==> src/rtl/relu_share_sched_if.sv <==
// Bus bundle for relu_share_sched: neuron accumulator side, shared ReLU
// operand/result pair and the tagged activation output stream.
interface relu_share_sched_if #(
    parameter int NUM_REQ        = 10,
    parameter int dataWidth      = 16,
    parameter int IntWidthExtend = 10
);
    localparam int ACC_W = 2 * dataWidth + IntWidthExtend;
    localparam int IDX_W = $clog2(NUM_REQ);

    logic                       start;
    logic [NUM_REQ-1:0]         acc_valid;
    logic [NUM_REQ*ACC_W-1:0]   acc_data;
    logic [NUM_REQ-1:0]         acc_ready;
    logic [ACC_W-1:0]           relu_x;
    logic [dataWidth-1:0]       relu_out;
    logic                       out_valid;
    logic [dataWidth-1:0]       out_data;
    logic [IDX_W-1:0]           out_idx;
    logic                       out_ready;
    logic                       busy;
    logic                       layer_done;

    // Environment side: neurons, the ReLU stage and the downstream consumer.
    modport master (
        output start, acc_valid, acc_data, relu_out, out_ready,
        input  acc_ready, relu_x, out_valid, out_data, out_idx, busy, layer_done
    );

    // Scheduler side.
    modport slave (
        input  start, acc_valid, acc_data, relu_out, out_ready,
        output acc_ready, relu_x, out_valid, out_data, out_idx, busy, layer_done
    );
endinterface

==> src/rtl/relu_share_sched.sv <==
// Round-robin scheduler sharing one ReLU/saturation stage between NUM_REQ
// neuron accumulators. Results are serialised into the ReLU, collected in a
// small FIFO and streamed out tagged with their neuron index.
module relu_share_sched #(
    parameter int NUM_REQ        = 10,
    parameter int dataWidth      = 16,
    parameter int IntWidthExtend = 10,
    parameter int OUT_DEPTH      = 2
) (
    input  logic                clk,
    input  logic                rst_n,
    relu_share_sched_if.slave   bus
);
    localparam int ACC_W = 2 * dataWidth + IntWidthExtend;
    localparam int IDX_W = $clog2(NUM_REQ);
    localparam int PTR_W = $clog2(OUT_DEPTH);
    localparam int CNT_W = $clog2(OUT_DEPTH + 1) + 1;

    typedef enum logic [1:0] {S_IDLE, S_RUN, S_DRAIN, S_DONE} state_t;

    state_t                 r_state, w_state_nxt;
    logic [NUM_REQ-1:0]     r_served;
    logic [IDX_W-1:0]       r_rr;
    logic [IDX_W-1:0]       r_tag;
    logic                   r_inflight;
    logic [ACC_W-1:0]       r_relu_x;
    logic [dataWidth-1:0]   r_fifo_data [OUT_DEPTH];
    logic [IDX_W-1:0]       r_fifo_idx  [OUT_DEPTH];
    logic [PTR_W-1:0]       r_wptr, r_rptr;
    logic [CNT_W-1:0]       r_count;

    logic [NUM_REQ-1:0]     w_eligible;
    logic [NUM_REQ-1:0]     w_gnt_vec;
    logic [NUM_REQ-1:0]     w_served_nxt;
    logic [IDX_W-1:0]       w_sel;
    logic                   w_found;
    logic                   w_credit;
    logic                   w_grant;
    logic                   w_push;
    logic                   w_pop;

    function automatic logic [PTR_W-1:0] ptr_inc(input logic [PTR_W-1:0] p);
        return (p == PTR_W'(OUT_DEPTH - 1)) ? '0 : p + 1'b1;
    endfunction

    assign w_eligible = bus.acc_valid & ~r_served;
    assign w_pop      = (r_count != '0) & bus.out_ready;
    assign w_push     = r_inflight;
    // Credit counts queued plus in-flight results, net of this cycle's pop,
    // so a grant never lands a result in a full FIFO.
    assign w_credit   = (r_count + CNT_W'(r_inflight) - CNT_W'(w_pop)) < CNT_W'(OUT_DEPTH);

    // First eligible neuron searching upward from the rr pointer, with wrap.
    always_comb begin : arb
        int j;
        w_found = 1'b0;
        w_sel   = '0;
        j       = 0;
        for (int k = 0; k < NUM_REQ; k++) begin
            j = int'(r_rr) + k;
            if (j >= NUM_REQ) j = j - NUM_REQ;
            if (!w_found && w_eligible[j]) begin
                w_found = 1'b1;
                w_sel   = IDX_W'(j);
            end
        end
    end

    assign w_grant      = (r_state == S_RUN) && w_found && w_credit;
    assign w_gnt_vec    = w_grant ? (NUM_REQ'(1) << w_sel) : '0;
    assign w_served_nxt = r_served | w_gnt_vec;

    // Next state and state-decoded outputs.
    always_comb begin
        w_state_nxt = r_state;
        case (r_state)
            S_IDLE:  if (bus.start) w_state_nxt = S_RUN;
            S_RUN:   if (&w_served_nxt) w_state_nxt = S_DRAIN;
            S_DRAIN: if (!r_inflight && (r_count == '0)) w_state_nxt = S_DONE;
            S_DONE:  w_state_nxt = S_IDLE;
            default: w_state_nxt = S_IDLE;
        endcase
    end

    assign bus.acc_ready  = w_gnt_vec;
    assign bus.busy       = (r_state == S_RUN) || (r_state == S_DRAIN);
    assign bus.layer_done = (r_state == S_DONE);
    assign bus.relu_x     = r_relu_x;
    assign bus.out_valid  = (r_count != '0);
    assign bus.out_data   = r_fifo_data[r_rptr];
    assign bus.out_idx    = r_fifo_idx[r_rptr];

    // State register.
    always_ff @(posedge clk or negedge rst_n) begin
        if (!rst_n) r_state <= S_IDLE;
        else        r_state <= w_state_nxt;
    end

    // Served mask, rr pointer and ReLU issue register.
    always_ff @(posedge clk or negedge rst_n) begin
        if (!rst_n) begin
            r_served   <= '0;
            r_rr       <= '0;
            r_tag      <= '0;
            r_inflight <= 1'b0;
            r_relu_x   <= '0;
        end else begin
            r_inflight <= w_grant;
            if ((r_state == S_IDLE) && bus.start) begin
                r_served <= '0;
                r_rr     <= '0;
            end else if (w_grant) begin
                r_served <= w_served_nxt;
                r_rr     <= (w_sel == IDX_W'(NUM_REQ - 1)) ? '0 : w_sel + 1'b1;
                r_tag    <= w_sel;
                r_relu_x <= bus.acc_data[int'(w_sel)*ACC_W +: ACC_W];
            end
        end
    end

    // Output FIFO: the ReLU result of last cycle's issue is pushed with its tag.
    always_ff @(posedge clk or negedge rst_n) begin
        if (!rst_n) begin
            for (int i = 0; i < OUT_DEPTH; i++) begin
                r_fifo_data[i] <= '0;
                r_fifo_idx[i]  <= '0;
            end
            r_wptr  <= '0;
            r_rptr  <= '0;
            r_count <= '0;
        end else begin
            if (w_push) begin
                r_fifo_data[r_wptr] <= bus.relu_out;
                r_fifo_idx[r_wptr]  <= r_tag;
                r_wptr              <= ptr_inc(r_wptr);
            end
            if (w_pop) r_rptr <= ptr_inc(r_rptr);
            r_count <= r_count + CNT_W'(w_push) - CNT_W'(w_pop);
        end
    end
endmodule

==> src/flat_wrapper.sv <==
// flat-port wrapper written by rule: the top's interface ports become plain ports
module relu_share_sched_flat 
#(
    parameter int NUM_REQ        = 10,
    parameter int dataWidth      = 16,
    parameter int IntWidthExtend = 10,
    parameter int OUT_DEPTH      = 2
)
  (clk, rst_n, bus_start, bus_acc_valid, bus_acc_data, bus_relu_out, bus_out_ready, bus_acc_ready, bus_relu_x, bus_out_valid, bus_out_data, bus_out_idx, bus_busy, bus_layer_done);
  relu_share_sched_if #(.NUM_REQ(NUM_REQ), .dataWidth(dataWidth), .IntWidthExtend(IntWidthExtend)) bus_i ();
  input  logic clk;
  input  logic rst_n;
  input wire logic [$bits(bus_i.start)-1:0] bus_start;
  input wire logic [$bits(bus_i.acc_valid)-1:0] bus_acc_valid;
  input wire logic [$bits(bus_i.acc_data)-1:0] bus_acc_data;
  input wire logic [$bits(bus_i.relu_out)-1:0] bus_relu_out;
  input wire logic [$bits(bus_i.out_ready)-1:0] bus_out_ready;
  output wire logic [$bits(bus_i.acc_ready)-1:0] bus_acc_ready;
  output wire logic [$bits(bus_i.relu_x)-1:0] bus_relu_x;
  output wire logic [$bits(bus_i.out_valid)-1:0] bus_out_valid;
  output wire logic [$bits(bus_i.out_data)-1:0] bus_out_data;
  output wire logic [$bits(bus_i.out_idx)-1:0] bus_out_idx;
  output wire logic [$bits(bus_i.busy)-1:0] bus_busy;
  output wire logic [$bits(bus_i.layer_done)-1:0] bus_layer_done;
  assign bus_i.start = bus_start;
  assign bus_i.acc_valid = bus_acc_valid;
  assign bus_i.acc_data = bus_acc_data;
  assign bus_i.relu_out = bus_relu_out;
  assign bus_i.out_ready = bus_out_ready;
  assign bus_acc_ready = bus_i.acc_ready;
  assign bus_relu_x = bus_i.relu_x;
  assign bus_out_valid = bus_i.out_valid;
  assign bus_out_data = bus_i.out_data;
  assign bus_out_idx = bus_i.out_idx;
  assign bus_busy = bus_i.busy;
  assign bus_layer_done = bus_i.layer_done;
  relu_share_sched #(.NUM_REQ(NUM_REQ), .dataWidth(dataWidth), .IntWidthExtend(IntWidthExtend), .OUT_DEPTH(OUT_DEPTH)) u_core (.clk(clk), .rst_n(rst_n), .bus(bus_i));
endmodule
==> config.mk <==
export PLATFORM = sky130hd
export DESIGN_NAME = relu_share_sched_flat
export DESIGN_NICKNAME = d
export VERILOG_FILES = /design/src/rtl/relu_share_sched_if.sv /design/src/rtl/relu_share_sched.sv /design/src/flat_wrapper.sv
export SDC_FILE = /design/constraint.sdc
export NUM_CORES = 1
export LEC_CHECK = 0
export BUFFER_PORTS_ARGS = -buffer_cell sky130_fd_sc_hd__buf_2
export CAP_MARGIN = 20
export CORE_ASPECT_RATIO = 1.4
export CORE_MARGIN = 2
export CORE_UTILIZATION = 23
export DETAILED_ROUTE_END_ITERATION = 8
export PLACE_DENSITY_LB_ADDON = 0.2
export REMOVE_ABC_BUFFERS = 1
export SLEW_MARGIN = 15
export SYNTH_ARGS = -nofsm -noshare
export SYNTH_HDL_FRONTEND = slang
export SYNTH_SLANG_ARGS = --single-unit
export TNS_END_PERCENT = 5
==> constraint.sdc <==
create_clock -name clk -period 5.9 [get_ports clk]
set_input_delay 0 -clock clk [delete_from_list [all_inputs] [get_ports clk]]
set_output_delay 0 -clock clk [all_outputs]
set_load 0.03 [all_outputs]
==> Word-level counts from Yosys, hierarchy flattened <==
Cells that the tools add are included.
{ "classes": {"mul": 1, "bitwise_logic": 7, "n_div": 0, "shift": 2, "n_addsub": 24, "order_cmp": 24, "n_eq_ne": 7, "muxes": 84, "n_reduce_logical": 32} }
{ "op_table": {"columns": ["cell", "count"], "rows": [
  ["$shiftx A420 B32 Y42", 1],
  ["$lt A32 B6 Y1 const B", 10],
  ["$mux W32", 10],
  ["$ge A32 B5 Y1 const B", 9],
  ["$sub A32 B5 Y32 const B", 9],
  ["$mux W4", 17],
  ["$mux W16", 4],
  ["$bmux W1 S4", 10],
  ["$bwmux W32", 1],
  ["$mux W1", 32],
  ["$mux W10", 3],
  ["$add A4 B3 Y5 const B", 4],
  ["$demux W16 S1", 1],
  ["$logic_and A1 B1 Y1", 14],
  ["$add A4 B2 Y5 const B", 2],
  ["$add A4 B4 Y5 const B", 2],
  ["$and A10 B10 Y10", 1],
  ["$logic_not A1 Y1", 10],
  ["$not A10 Y10", 1],
  ["$or A10 B10 Y10", 1],
  ["$reduce_and A10 Y1", 1],
  ["$shl A1 B4 Y10 const A", 1],
  ["$mul A4 B5 Y9 const B", 1],
  ["$bwmux W8", 1],
  ["28 further kinds", 35]
]} }
{ "word_totals": {"latchBits": 0, "mem_count": 0, "romBits": 0, "ram_bits": 0, "regBits": 108, "out_inout_bits": 75, "input_bits": 450} }

==> Logic depth before layout (Yosys ltp) <==
Gate-level depths: netlist of the first run.
{ "logic_depth": {"ltp_word": 40, "mapped_depth": 26} }

==> Worst setup path after synthesis of the first run <==
Ideal clock, no wire load.
{ "synth_timing": {"path_kind": "flip-flop to flip-flop", "from": "register u_core.r_rr[1]", "to": "register u_core.r_state[1]", "t_arrival_ps": 5791, "n_path_buf": 7, "path_slack_ps": -16, "setup_time_ps": 125, "required_ps": 5775, "stages_incl_launch_ff": 27, "cell_sequence": "dfrtp_1 > buf_2 > buf_2 > inv_1 > ha_1 > clkbuf_1 > inv_1 > clkbuf_1 > ha_1 > xnor3_1 > a31oi_1 > or3_1 > nand4b_1 > o21ba_2 > nand3_2 > or4_1 > a22oi_2 > inv_2 > buf_2 > buf_2 > buf_2 > ha_1 > and3_1 > nor2_1 > a211oi_1 > a41o_1 > mux2_4"} }
{ "synth_via": {"elab_chain_len": 40} }
{ "synth_lines": {"columns": ["element", "line", "source"], "rows": [
  ["from (decl)", "relu_share_sched.sv:23", "logic [IDX_W-1:0] r_rr;"],
  ["from (signal assigned)", "relu_share_sched.sv:114", "r_rr <= (w_sel == IDX_W'(NUM_REQ - 1)) ? '0 : w_sel + 1'b1;"],
  ["branches (longest 35 deep; another with $sub A32 B5 Y32)", null, null],
  ["$mux W10 (*)", "relu_share_sched.sv:70", "assign w_gnt_vec = w_grant ? (NUM_REQ'(1) << w_sel) : '0;"],
  ["via bus_acc_ready[7]", "flat_wrapper.sv:18", "output wire logic [$bits(bus_i.acc_ready)-1:0] bus_acc_ready;"],
  ["$or A10 B10 Y10 (*)", "relu_share_sched.sv:71", "assign w_served_nxt = r_served | w_gnt_vec;"],
  ["$reduce_and A10 Y1 (*)", "relu_share_sched.sv:78", "S_RUN: if (&w_served_nxt) w_state_nxt = S_DRAIN;"],
  ["$ne A2 B2 Y1 (no line) (*)", null, null],
  ["$reduce_and A3 Y1 (no line) (*)", null, null],
  ["to (signal assigned)", "relu_share_sched.sv:96", "else r_state <= w_state_nxt;"],
  ["to (decl)", "relu_share_sched.sv:21", "state_t r_state, w_state_nxt;"]
]} }
Mark *: on every way through the listed nets, which the timed path passes. The select of a mux whose other input is x is not followed.
A chain may end at the register's enable or synchronous reset.

==> Worst setup path in the final report of the first run <==
{ "layout_timing": {"from": "register u_core.r_rr[1]", "to": "register u_core.r_relu_x[24] (netlist: u_core.bus.relu_x[24])"} }
{ "layout_via": {"elab_chain_len": 36} }
{ "layout_lines": {"columns": ["element", "line", "source"], "rows": [
  ["branches (longest 36 deep; another with $sub A32 B5 Y32)", null, null],
  ["to (signal assigned)", "relu_share_sched.sv:116", "r_relu_x <= bus.acc_data[int'(w_sel)*ACC_W +: ACC_W];"],
  ["to (decl)", "relu_share_sched.sv:26", "logic [ACC_W-1:0] r_relu_x;"]
]} }
Parallel ways; which one is timed is not known. The select of a mux whose other input is x is not followed.

==> results of run 1 <==
placed cells by master (no fill, tap or decap), types with 6 or more instances in the layout:
| master | count |
|---|---|
| nand2_1 | 247 |
| inv_1 | 20 |
| dlygate4sd3_1 | 88 |
| dfrtp_1 | 106 |
| nand3_1 | 11 |
| o21ai_1 | 6 |
| a21oi_1 | 70 |
| o21ai_0 | 33 |
| nor2b_1 | 14 |
| a311oi_1 | 46 |
| a22oi_1 | 44 |
| a211oi_1 | 95 |
| nand2b_1 | 16 |
| buf_12 | 10 |
| o221ai_1 | 44 |
| nor2_1 | 51 |
| nor3_1 | 12 |
| or3_1 | 8 |
| and2_1 | 77 |
| a31oi_1 | 50 |
| o21a_1 | 7 |
| ha_1 | 30 |
| nand3b_1 | 9 |
| o211ai_1 | 13 |
| clkbuf_16 | 9 |
| a21o_1 | 6 |
| and2_0 | 20 |
| buf_2 | 523 |
| mux2_2 | 66 |
| diode_2 | 8 |
| buf_4 | 66 |
| xnor2_1 | 8 |
| mux2i_1 | 10 |
critical path: cells and delay by family, from the launching register on:
kind            cells  cell delay, ns
flops               1            0.39
buf+inv             5            1.67
simple gates        4            1.20
fa+ha+maj           1            0.36
compound gates      8            1.83
kinds of logic after synthesis:
kind of cell    Yosys count  synth area share (%)
fa+ha+maj                34                  4.01
xor+xnor                 16                  1.78
flops                   108                  24.6
mux                      78                  8.01
buf+inv                 144                  5.75
compound gates          488                  32.8
simple gates            516                  23.1
layer usage:
layer | up-vias | part of all wire [%] | wire, um | global-route usage (%)
met5 | - | 0.069 | 41 | 0
li1 | 6379 | - | - | -
met3 | 84 | 5.9 | 3500 | 4.45
met1 | 6432 | 40 | 23700 | 27.9
met2 | 507 | 51 | 30200 | 42.0
met4 | 6 | 3.5 | 2070 | 8.70
final cells by class:
class	instances	share of cell area [%]
multi-input combinational	1132	48.9
timing repair buffer	687	26.5
sequential	108	17.1
tap	624	4.93
clock buffer	9	1.42
inverter	25	0.624
clock inverter	7	0.505
antenna	8	0.126
registers in the layout (all words and copies together), names as in the netlist:
register / flops
u_core.r_wptr: 1
u_core.r_count: 3
u_core.r_fifo_data: 32
u_core.r_rptr: 1
u_core.r_tag: 4
u_core.r_served: 10
u_core.bus.relu_x: 42
u_core.r_rr: 4
u_core.r_state: 2
u_core.r_inflight: 1
u_core.r_fifo_idx: 8
cell usage after synthesis (7+ instances only):
cell / instances
ha_1: 32
a311oi_1: 46
o21ai_0: 33
a211oi_1: 95
a31oi_1: 50
nor2b_1: 14
o221ai_1: 44
clkbuf_1: 69
mux2_2: 66
buf_2: 35
or3_1: 8
nand2b_1: 16
o211ai_1: 13
nand2_1: 249
nor3_1: 12
a22oi_1: 44
and2_1: 77
nand3b_1: 9
and2_0: 20
o21a_1: 7
xnor2_1: 8
mux2i_1: 10
nor2_1: 51
inv_1: 20
dfrtp_1: 108
a21oi_1: 70
nand3_1: 12
how the worst max path moves through the flow:
stage | start | end | slack [ns] | depth (start not counted)
after floorplan | u_core.r_rr[1]$_DFFE_PN0P_ | u_core.r_state[1]$_DFFE_PN0P_ | -5.87 | 19
after global placement | u_core.r_rr[3]$_DFFE_PN0P_ | u_core.r_state[1]$_DFFE_PN0P_ | 0.31 | 18
after detailed placement | u_core.r_rr[2]$_DFFE_PN0P_ | u_core.bus.relu_x[41]$_DFFE_PN0P_ | 0.31 | 18
after CTS | u_core.r_rr[2]$_DFFE_PN0P_ | u_core.bus.relu_x[24]$_DFFE_PN0P_ | 0.08 | 19
after global routing | u_core.r_rr[1]$_DFFE_PN0P_ | u_core.bus.relu_x[34]$_DFFE_PN0P_ | 0.05 | 19
final | u_core.r_rr[1]$_DFFE_PN0P_ | u_core.bus.relu_x[24]$_DFFE_PN0P_ | 0.29 | 18
metrics by stage:
| stage | setup TNS (ns) | instance area [um^2] | hold WS (ns) |
|---|---|---|---|
| floorplan | -329.88 | 10500 | -0.296 |
| global placement | 0 | 14600 | 0.124 |
| detailed placement | 0 | 14600 | 0.126 |
| CTS | 0 | 15800 | 0.00277 |
| global route | 0 | 15800 | 0.0179 |
| finish | 0 | 15800 | 0.0157 |
repair_timing:
action / CTS / global route
endpoints found under the setup margin: 0 / 41
hold buffers: 88 / 0
resized for setup: 0 / 10
endpoints found under the hold margin: 118 / 0
==> flow_metrics.env, run 1 <==
export IMPL_status="finished clean"
export IMPL_cts_tree="built"
export IMPL_multiInputGateArea_um2=7740
export IMPL_core_area_um2=47000
export IMPL_cts_made_buffers=9
export IMPL_cp_required_ns=6.20
export IMPL_clk_latency_ns=0.38
export IMPL_hold_start="bus_acc_data[346]"
export IMPL_synth_edf_count=0
export IMPL_fp_dieW_um=189
export IMPL_setup_ws_ns=0.292
export IMPL_cp_common_cell="buf_4"
export IMPL_netlist_area_um2=11000
export IMPL_critical_path_max_fanout=30
export IMPL_final_hold_viol_count=0
export IMPL_finalWeightedCongestion=0.976
export IMPL_fmax_mhz=178
export IMPL_worstMarginPinSlew_ns=0.986
export IMPL_finalSetupViolCount=0
export IMPL_grt_pass1_wl_mm=88.2
export IMPL_fin_cells=2600
export IMPL_synthCells=1384
export IMPL_startpoint_type="flop"
export IMPL_drive_gt1_share_pct=37.4
export IMPL_synth_seq_cells=108
export IMPL_avgSynthCellArea_um2=7.94
export IMPL_maxCapViolCount=0
export IMPL_synth_distinct_cells=100
export IMPL_worstSetupPathType="reg2reg"
export IMPL_r2r_cells=18
export IMPL_finalMaxSlewViolations=0
export IMPL_slew_headroom_pct=34.3
export IMPL_hold_depth=3
export IMPL_overflow=0
export IMPL_num_rows=94
export IMPL_yosysSeqAreaShare_pct=24.6
export IMPL_grt_pass1_vias=13900
export IMPL_grt_max_degree=78
export IMPL_h_tree_depth=3
export IMPL_wire_per_inst_um=22.9
export IMPL_cts_buffer_depth=2
export IMPL_first_pass_iters=5
export IMPL_synthArstFlopShare_pct=100
export IMPL_r2r_setup_slack_ns=0.29
export IMPL_path_cells="buf_4, ha_1, and3b_4, a211oi_4, or2_2, o31ai_1, o32ai_4, or2_1, a21oi_1, a21oi_1, o21bai_1, buf_4, nor3b_4, buf_4, buf_12, a22oi_1, dlygate4sd3_1, o221ai_1"
export IMPL_end_kind="flop"
export IMPL_cts_clk_slew_worst_paths_ns=0.09
export IMPL_drt_iter0_drc=901
export IMPL_dp_hpwl_mm=48.7
export IMPL_io_pins=525
export IMPL_grt_setup_unrepaired="false"
export IMPL_root_buffer="clkbuf_16"
export IMPL_routed_via_density=5.16
export IMPL_cpPeakStageDelay_ns=0.61
export IMPL_timing_final_crit_share_pct=95.1
export IMPL_numPortBuffers=524
export IMPL_drc=0
export IMPL_start_util_pct=23.4
export IMPL_min_to="u_core.bus.relu_x[10]$_DFFE_PN0P_"
export IMPL_chipHeight_um=263
export IMPL_yosysWarnings=0
export IMPL_syn2layout_area_growth_pct=44.2
export IMPL_vias=13400
export IMPL_final_util_pct=33.7
export IMPL_cts_setup_buffers=0
export IMPL_rr_startpoint="u_core.r_rr[1]$_DFFE_PN0P_"
export IMPL_die_area_um2=49600
export IMPL_antenna_left=0
export IMPL_cts_sinks=108
export IMPL_ys_flop_type="dfrtp_1"
export IMPL_netlist_area_leader_share_pct=24.6
export IMPL_antenna_found_initial=15
export IMPL_crit_path_top_delay_cell="dlygate4sd3_1"
export IMPL_place_ws_ns=0.308
export IMPL_arrival_ns=5.91
export IMPL_place_inst=2488
export IMPL_final_seq_area_um2=2710
export IMPL_hold_path_class="in2reg"
export IMPL_wl_mm=59.5
export IMPL_nNetsFinal=2447
export IMPL_yosys_area_top_type="dfrtp_1"
export IMPL_fillers=5142
export IMPL_r2r_end="u_core.bus.relu_x[24]$_DFFE_PN0P_"
export IMPL_fin_skew_ns=0.0135
export IMPL_synth_area_leaders="dfrtp_1, nand2_1, mux2_2, a211oi_1, and2_1"
export IMPL_fin_crit_ns=5.61
export IMPL_grt_usage_pct=23.6
Power of run 1 is not shown: default switching activity piles up to over one toggle a cycle in this logic, so the estimate is an artifact.
==> run 2: changes to the inputs <==
PLACE_DENSITY = 0.57   (was not set)
PLACE_DENSITY_LB_ADDON = not set   (was 0.2)
REMOVE_ABC_BUFFERS = not set   (was 1)
==> flow_metrics.env, run 2 (same netlist as run 1, synthesis figures left out) <==
export IMPL_grt_pass1_wl_mm=87.6
export IMPL_hold_path_class="in2reg"
export IMPL_syn2layout_area_growth_pct=44.1
export IMPL_fin_crit_ns=5.67
export IMPL_numPortBuffers=524
export IMPL_finalMaxSlewViolations=0
export IMPL_fin_skew_ns=0.00874
export IMPL_routed_via_density=5.25
export IMPL_fp_dieW_um=189
export IMPL_cpPeakStageDelay_ns=0.56
export IMPL_maxCapViolCount=0
export IMPL_start_util_pct=23.4
export IMPL_drt_iter0_drc=1117
export IMPL_drc=0
export IMPL_fin_cells=2612
export IMPL_dp_hpwl_mm=50.3
export IMPL_crit_family="compound AO/OA/AOI/OAI gates"
export IMPL_cts_setup_buffers=0
export IMPL_crit_path_top_delay_cell="or4_1"
export IMPL_h_tree_depth=3
export IMPL_critical_path_max_fanout=46
export IMPL_cts_sinks=108
export IMPL_path_cells="inv_1, ha_2, buf_4, nor2_1, a21boi_2, or2_2, o21ai_1, o32ai_2, o21ba_2, nand3_2, or4_1, a22oi_2, inv_4, buf_12, and2_1, a211oi_1, a31oi_1, a21oi_1, o221ai_1"
export IMPL_grt_max_degree=58
export IMPL_crit_path_end="u_core.bus.relu_x[1]$_DFFE_PN0P_"
export IMPL_num_rows=94
export IMPL_mostFrequentLayoutCells="buf_2, nand2_1, dfrtp_1, a211oi_1"
export IMPL_root_buffer="clkbuf_16"
export IMPL_antenna_left=0
export IMPL_startpoint_type="flop"
export IMPL_first_pass_iters=5
export IMPL_finalWeightedCongestion=1.02
export IMPL_antenna_found_initial=32
export IMPL_syn_nets=1868
export IMPL_rr_startpoint="u_core.r_rr[1]$_DFFE_PN0P_"
export IMPL_slew_headroom_pct=37.1
export IMPL_wire_per_inst_um=23.2
export IMPL_die_area_um2=49600
export IMPL_cts_tree="built"
export IMPL_cp_required_ns=6.14
export IMPL_drive_gt1_share_pct=38.1
export IMPL_crit_start="u_core.r_rr[1]$_DFFE_PN0P_"
export IMPL_r2r_setup_slack_ns=0.23
export IMPL_wl_mm=60.5
export IMPL_worstMarginPinSlew_ns=0.941
export IMPL_status="finished clean"
export IMPL_grt_usage_pct=23.7
export IMPL_finalSetupViolCount=0
export IMPL_cts_clk_slew_worst_paths_ns=0.09
export IMPL_end_kind="flop"
export IMPL_grt_pass1_vias=13600
export IMPL_critical_path_buf_inv_count=4
export IMPL_vias=13700
export IMPL_layout_commonest_cell="buf_2"
export IMPL_grt_setup_unrepaired="false"
export IMPL_tns_ns=0
export IMPL_io_pins=525
export IMPL_cts_buffer_depth=2
export IMPL_overflow=0
export IMPL_chipHeight_um=263
export IMPL_clk_latency_ns=0.38
export IMPL_nNetsFinal=2445
export IMPL_r2r_end="u_core.bus.relu_x[1]$_DFFE_PN0P_"
export IMPL_worstSetupPathType="reg2reg"
export IMPL_cp_depth=19
export IMPL_fmax_mhz=176
export IMPL_timing_final_crit_share_pct=96.1
export IMPL_final_hold_viol_count=0
export IMPL_largest_reg_flops=42
export IMPL_r2r_cells=19
export IMPL_place_inst=2503
export IMPL_core_area_um2=47000
export IMPL_cts_made_buffers=9
export IMPL_arrival_ns=5.91
## run 2: cell types whose count changed in the layout (fill, tap and decap cells not counted), sizes merged
cell	before	now
dlygate4sd3	88	71
buf	599	614
diode	8	22
clkinv	3	4
clkinvlp	1	0
## run 2: timing repair
item / in CTS / in global routing
hold buffers: 71 / 0
gates resized for setup: 0 / 5
hold endpoints to repair: 112 / 0
setup endpoints to repair: 0 / 27
## run 2: worst reg2reg max path: cells and delay by family, from the launching register on
family	cells	cell delay, ns
buffers and inverters	4	0.75
AND/OR/NAND/NOR	5	1.49
adder cells (fa/ha/maj)	1	0.33
AO/OA/AOI/OAI	9	2.52
flip-flops	1	0.45
## run 2: stage by stage
| step | area [um^2] | utilization (%) | worst slack (ns) | hold WS [ns] |
|---|---|---|---|---|
| 6_report | 15800 | 33.7 | 0.232 | 0.0127 |
| 4_1_cts | 15800 | 33.5 | 0.118 | 0.000224 |
| 3_5_place_dp | 14700 | 31.3 | 0.255 | 0.0846 |
| 3_3_place_gp | 14700 | 31.3 | 0.351 | 0.0781 |
| 2_1_floorplan | 11000 | - | 0.0738 | -0.296 |
| 5_1_grt | 15800 | 33.6 | 0.00963 | 0.00796 |
## run 2: final cells by class
cell class,count,area (um^2)
clock buffer,9,225
timing repair buffer,685,4180
tap,624,781
clock inverter,7,91.3
sequential,108,2700
multi-input combinational,1132,7710
antenna,22,55.1
fill,5104,31200
inverter,25,98.8
## run 2: how the worst min path moves through the flow
stage	start	to	slack (ns)	depth (start not counted)
global placement	rst_n	u_core.r_fifo_data[23]$_DFFE_PN0P_	0.08	1
detailed placement	rst_n	u_core.r_fifo_data[23]$_DFFE_PN0P_	0.08	1
finish	bus_acc_data[393]	u_core.bus.relu_x[15]$_DFFE_PN0P_	0.01	3
CTS	bus_acc_data[338]	u_core.bus.relu_x[2]$_DFFE_PN0P_	0.0002	3
global route	bus_acc_data[405]	u_core.bus.relu_x[27]$_DFFE_PN0P_	0.008	3
floorplan	rst_n	u_core.bus.relu_x[0]$_DFFE_PN0P_	-0.30	0
## run 2: routing by layer
metal	share of wire, %	wire length, um	track usage [%]
met2	47	28600	39.5
met1	39	23900	30.1
met5	0.11	65	0
met4	3.9	2350	8.87
met3	9.3	5660	4.71
Power of run 2 is left out for the same reason.
==> run 3: changes to the inputs <==
CORE_AREA = 2 2 204 206   (was not set)
CORE_ASPECT_RATIO = not set   (was 1.4)
CORE_MARGIN = not set   (was 2)
CORE_UTILIZATION = not set   (was 23)
DIE_AREA = 0 0 206 208   (was not set)
PLACE_DENSITY = 0.63   (was 0.57)
==> flow_metrics.env, run 3 (same netlist as run 1, synthesis figures left out) <==
export IMPL_crit_family="compound AO/OA/AOI/OAI gates"
export IMPL_largest_reg_flops=42
export IMPL_place_inst=2361
export IMPL_grt_max_degree=93
export IMPL_worst_hold_slack_ns=-0.00154
export IMPL_end_kind="flop"
export IMPL_chipHeight_um=208
export IMPL_cts_buffer_depth=2
export IMPL_status="complete, but fails checks"
export IMPL_hold_path_class="in2reg"
export IMPL_finalMaxSlewViolations=0
export IMPL_fin_area_um2=15200
export IMPL_layout_commonest_cell="buf_2"
export IMPL_crit_path_top_delay_cell="a311oi_1"
export IMPL_finalSetupViolCount=0
export IMPL_cts_made_buffers=9
export IMPL_violations="negative hold slack"
export IMPL_cpPeakStageDelay_ns=0.65
export IMPL_antenna_found_initial=48
export IMPL_antenna_left=0
export IMPL_finalWeightedCongestion=1.10
export IMPL_h_tree_depth=3
export IMPL_critical_path_max_fanout=80
export IMPL_clk_latency_ns=0.38
export IMPL_num_rows=74
export IMPL_fp_dieW_um=206
export IMPL_grt_pass1_wl_mm=83.5
export IMPL_nNetsFinal=2385
export IMPL_syn2layout_area_growth_pct=38.2
export IMPL_final_hold_viol_count=1
export IMPL_grt_pass1_vias=13200
export IMPL_root_buffer="clkbuf_16"
export IMPL_overflow=0
export IMPL_drive_gt1_share_pct=36.8
export IMPL_numPortBuffers=524
export IMPL_io_pins=525
export IMPL_drc=0
export IMPL_worstMarginPinSlew_ns=1.13
export IMPL_start_util_pct=27.1
export IMPL_vias=13500
export IMPL_slew_headroom_pct=23.6
export IMPL_fmax_mhz=176
export IMPL_die_area_um2=42800
export IMPL_timing_final_crit_share_pct=96.2
export IMPL_placed_cell_area_um2=14200
export IMPL_fin_skew_ns=0.0171
export IMPL_first_pass_iters=5
export IMPL_cp_required_ns=6.18
export IMPL_fin_cells=2465
export IMPL_routed_via_density=5.49
export IMPL_cts_sinks=108
export IMPL_cts_clk_slew_worst_paths_ns=0.10
export IMPL_worstSetupPathType="reg2reg"
export IMPL_cts_tree="built"
export IMPL_grt_usage_pct=25.9
export IMPL_drt_iter0_drc=1141
export IMPL_arrival_ns=5.96
export IMPL_critical_path_buf_inv_count=5
export IMPL_path_cells="inv_2, ha_1, inv_1, ha_1, o21ai_0, o22ai_1, a311oi_1, o31ai_2, a31oi_1, o21ai_0, a22oi_2, buf_4, inv_4, buf_12, and2_1, a211oi_1, a311oi_1, a21oi_1, o221ai_1"
export IMPL_wl_mm=57.6
export IMPL_dp_hpwl_mm=46.3
export IMPL_syn_nets=1868
export IMPL_startpoint_type="flop"
export IMPL_tns_ns=0
export IMPL_maxCapViolCount=0
export IMPL_core_area_um2=40600
export IMPL_wire_per_inst_um=23.4
export IMPL_mostFrequentLayoutCells="buf_2, nand2_1, dfrtp_1, a211oi_1, and2_1"
export IMPL_fin_crit_ns=5.68
-- run 3: changes by cell type in the layout (fill, tap and decap cells not counted), sizes merged --
| cell | delta |
|---|---|
| buf | -46 |
| inv | +1 |
| diode | +5 |
| clkinv | -1 |
| dlygate4sd3 | -15 |
| nor2 | +1 |
-- run 3: final cells by class --
class	count	area (um^2)
diodes	27	67.6
clock buffers	9	225
clock inverters	7	88.8
fillers	4374	25400
inverters	25	98.8
multi-input cells	1133	7720
flip-flops and latches	108	2700
well taps	532	666
repair buffers	624	3620
-- run 3: through the flow --
| stage | utilization (%) | worst slack [ns] |
|---|---|---|
| 6_report | 37.4 | 0.223 |
| 5_1_grt | 37.4 | -0.00406 |
| 4_1_cts | 37.1 | 0.114 |
| 3_5_place_dp | 35.0 | 0.198 |
| 3_3_place_gp | 34.9 | 0.236 |
| 2_1_floorplan | - | 0.0738 |
-- run 3: repair_timing --
| action | 4_1_cts | 5_1_grt |
|---|---|---|
| setup endpoints to repair | 0 | 42 |
| hold endpoints to repair | 119 | 0 |
| resized for setup | 0 | 2 |
| buffers inserted | 0 | 4 |
| hold buffers | 56 | 0 |
-- run 3: worst paths after layout --
kind	from	to	slack [ns]	depth (start not counted)
min	bus_acc_data[360]	u_core.bus.relu_x[24]$_DFFE_PN0P_	-0.002	3
max	u_core.r_rr[0]$_DFFE_PN0P_	u_core.bus.relu_x[38]$_DFFE_PN0P_	0.22	19
min in group asynchronous	rst_n	u_core.r_fifo_data[13]$_DFFE_PN0P_	0.30	2
max reg2reg	u_core.r_rr[0]$_DFFE_PN0P_	u_core.bus.relu_x[38]$_DFFE_PN0P_	0.22	19
min reg2reg	u_core.bus.relu_x[18]$_DFFE_PN0P_	u_core.bus.relu_x[18]$_DFFE_PN0P_	0.49	2
max in group asynchronous	rst_n	u_core.r_fifo_idx[1]$_DFFE_PN0P_	4.36	3
-- run 3: worst reg2reg max path, delay by kind of cell (launching register included) --
kind	cells	cell delay, ns
AO/OA/AOI/OAI	11	2.98
flip-flops	1	0.57
adder cells (fa/ha/maj)	2	0.89
buffers and inverters	5	0.92
AND/OR/NAND/NOR	1	0.24
-- run 3: per-layer routing --
layer	vias up	wire, um	part of all wire [%]	GRT usage, %
met5	-	217	0.38	0
met4	32	2190	3.8	10.2
met3	140	4460	7.7	6.69
met2	588	28000	49	43.8
met1	6504	22800	40	31.2
li1	6281	-	-	-
Power of run 3 is left out for the same reason.
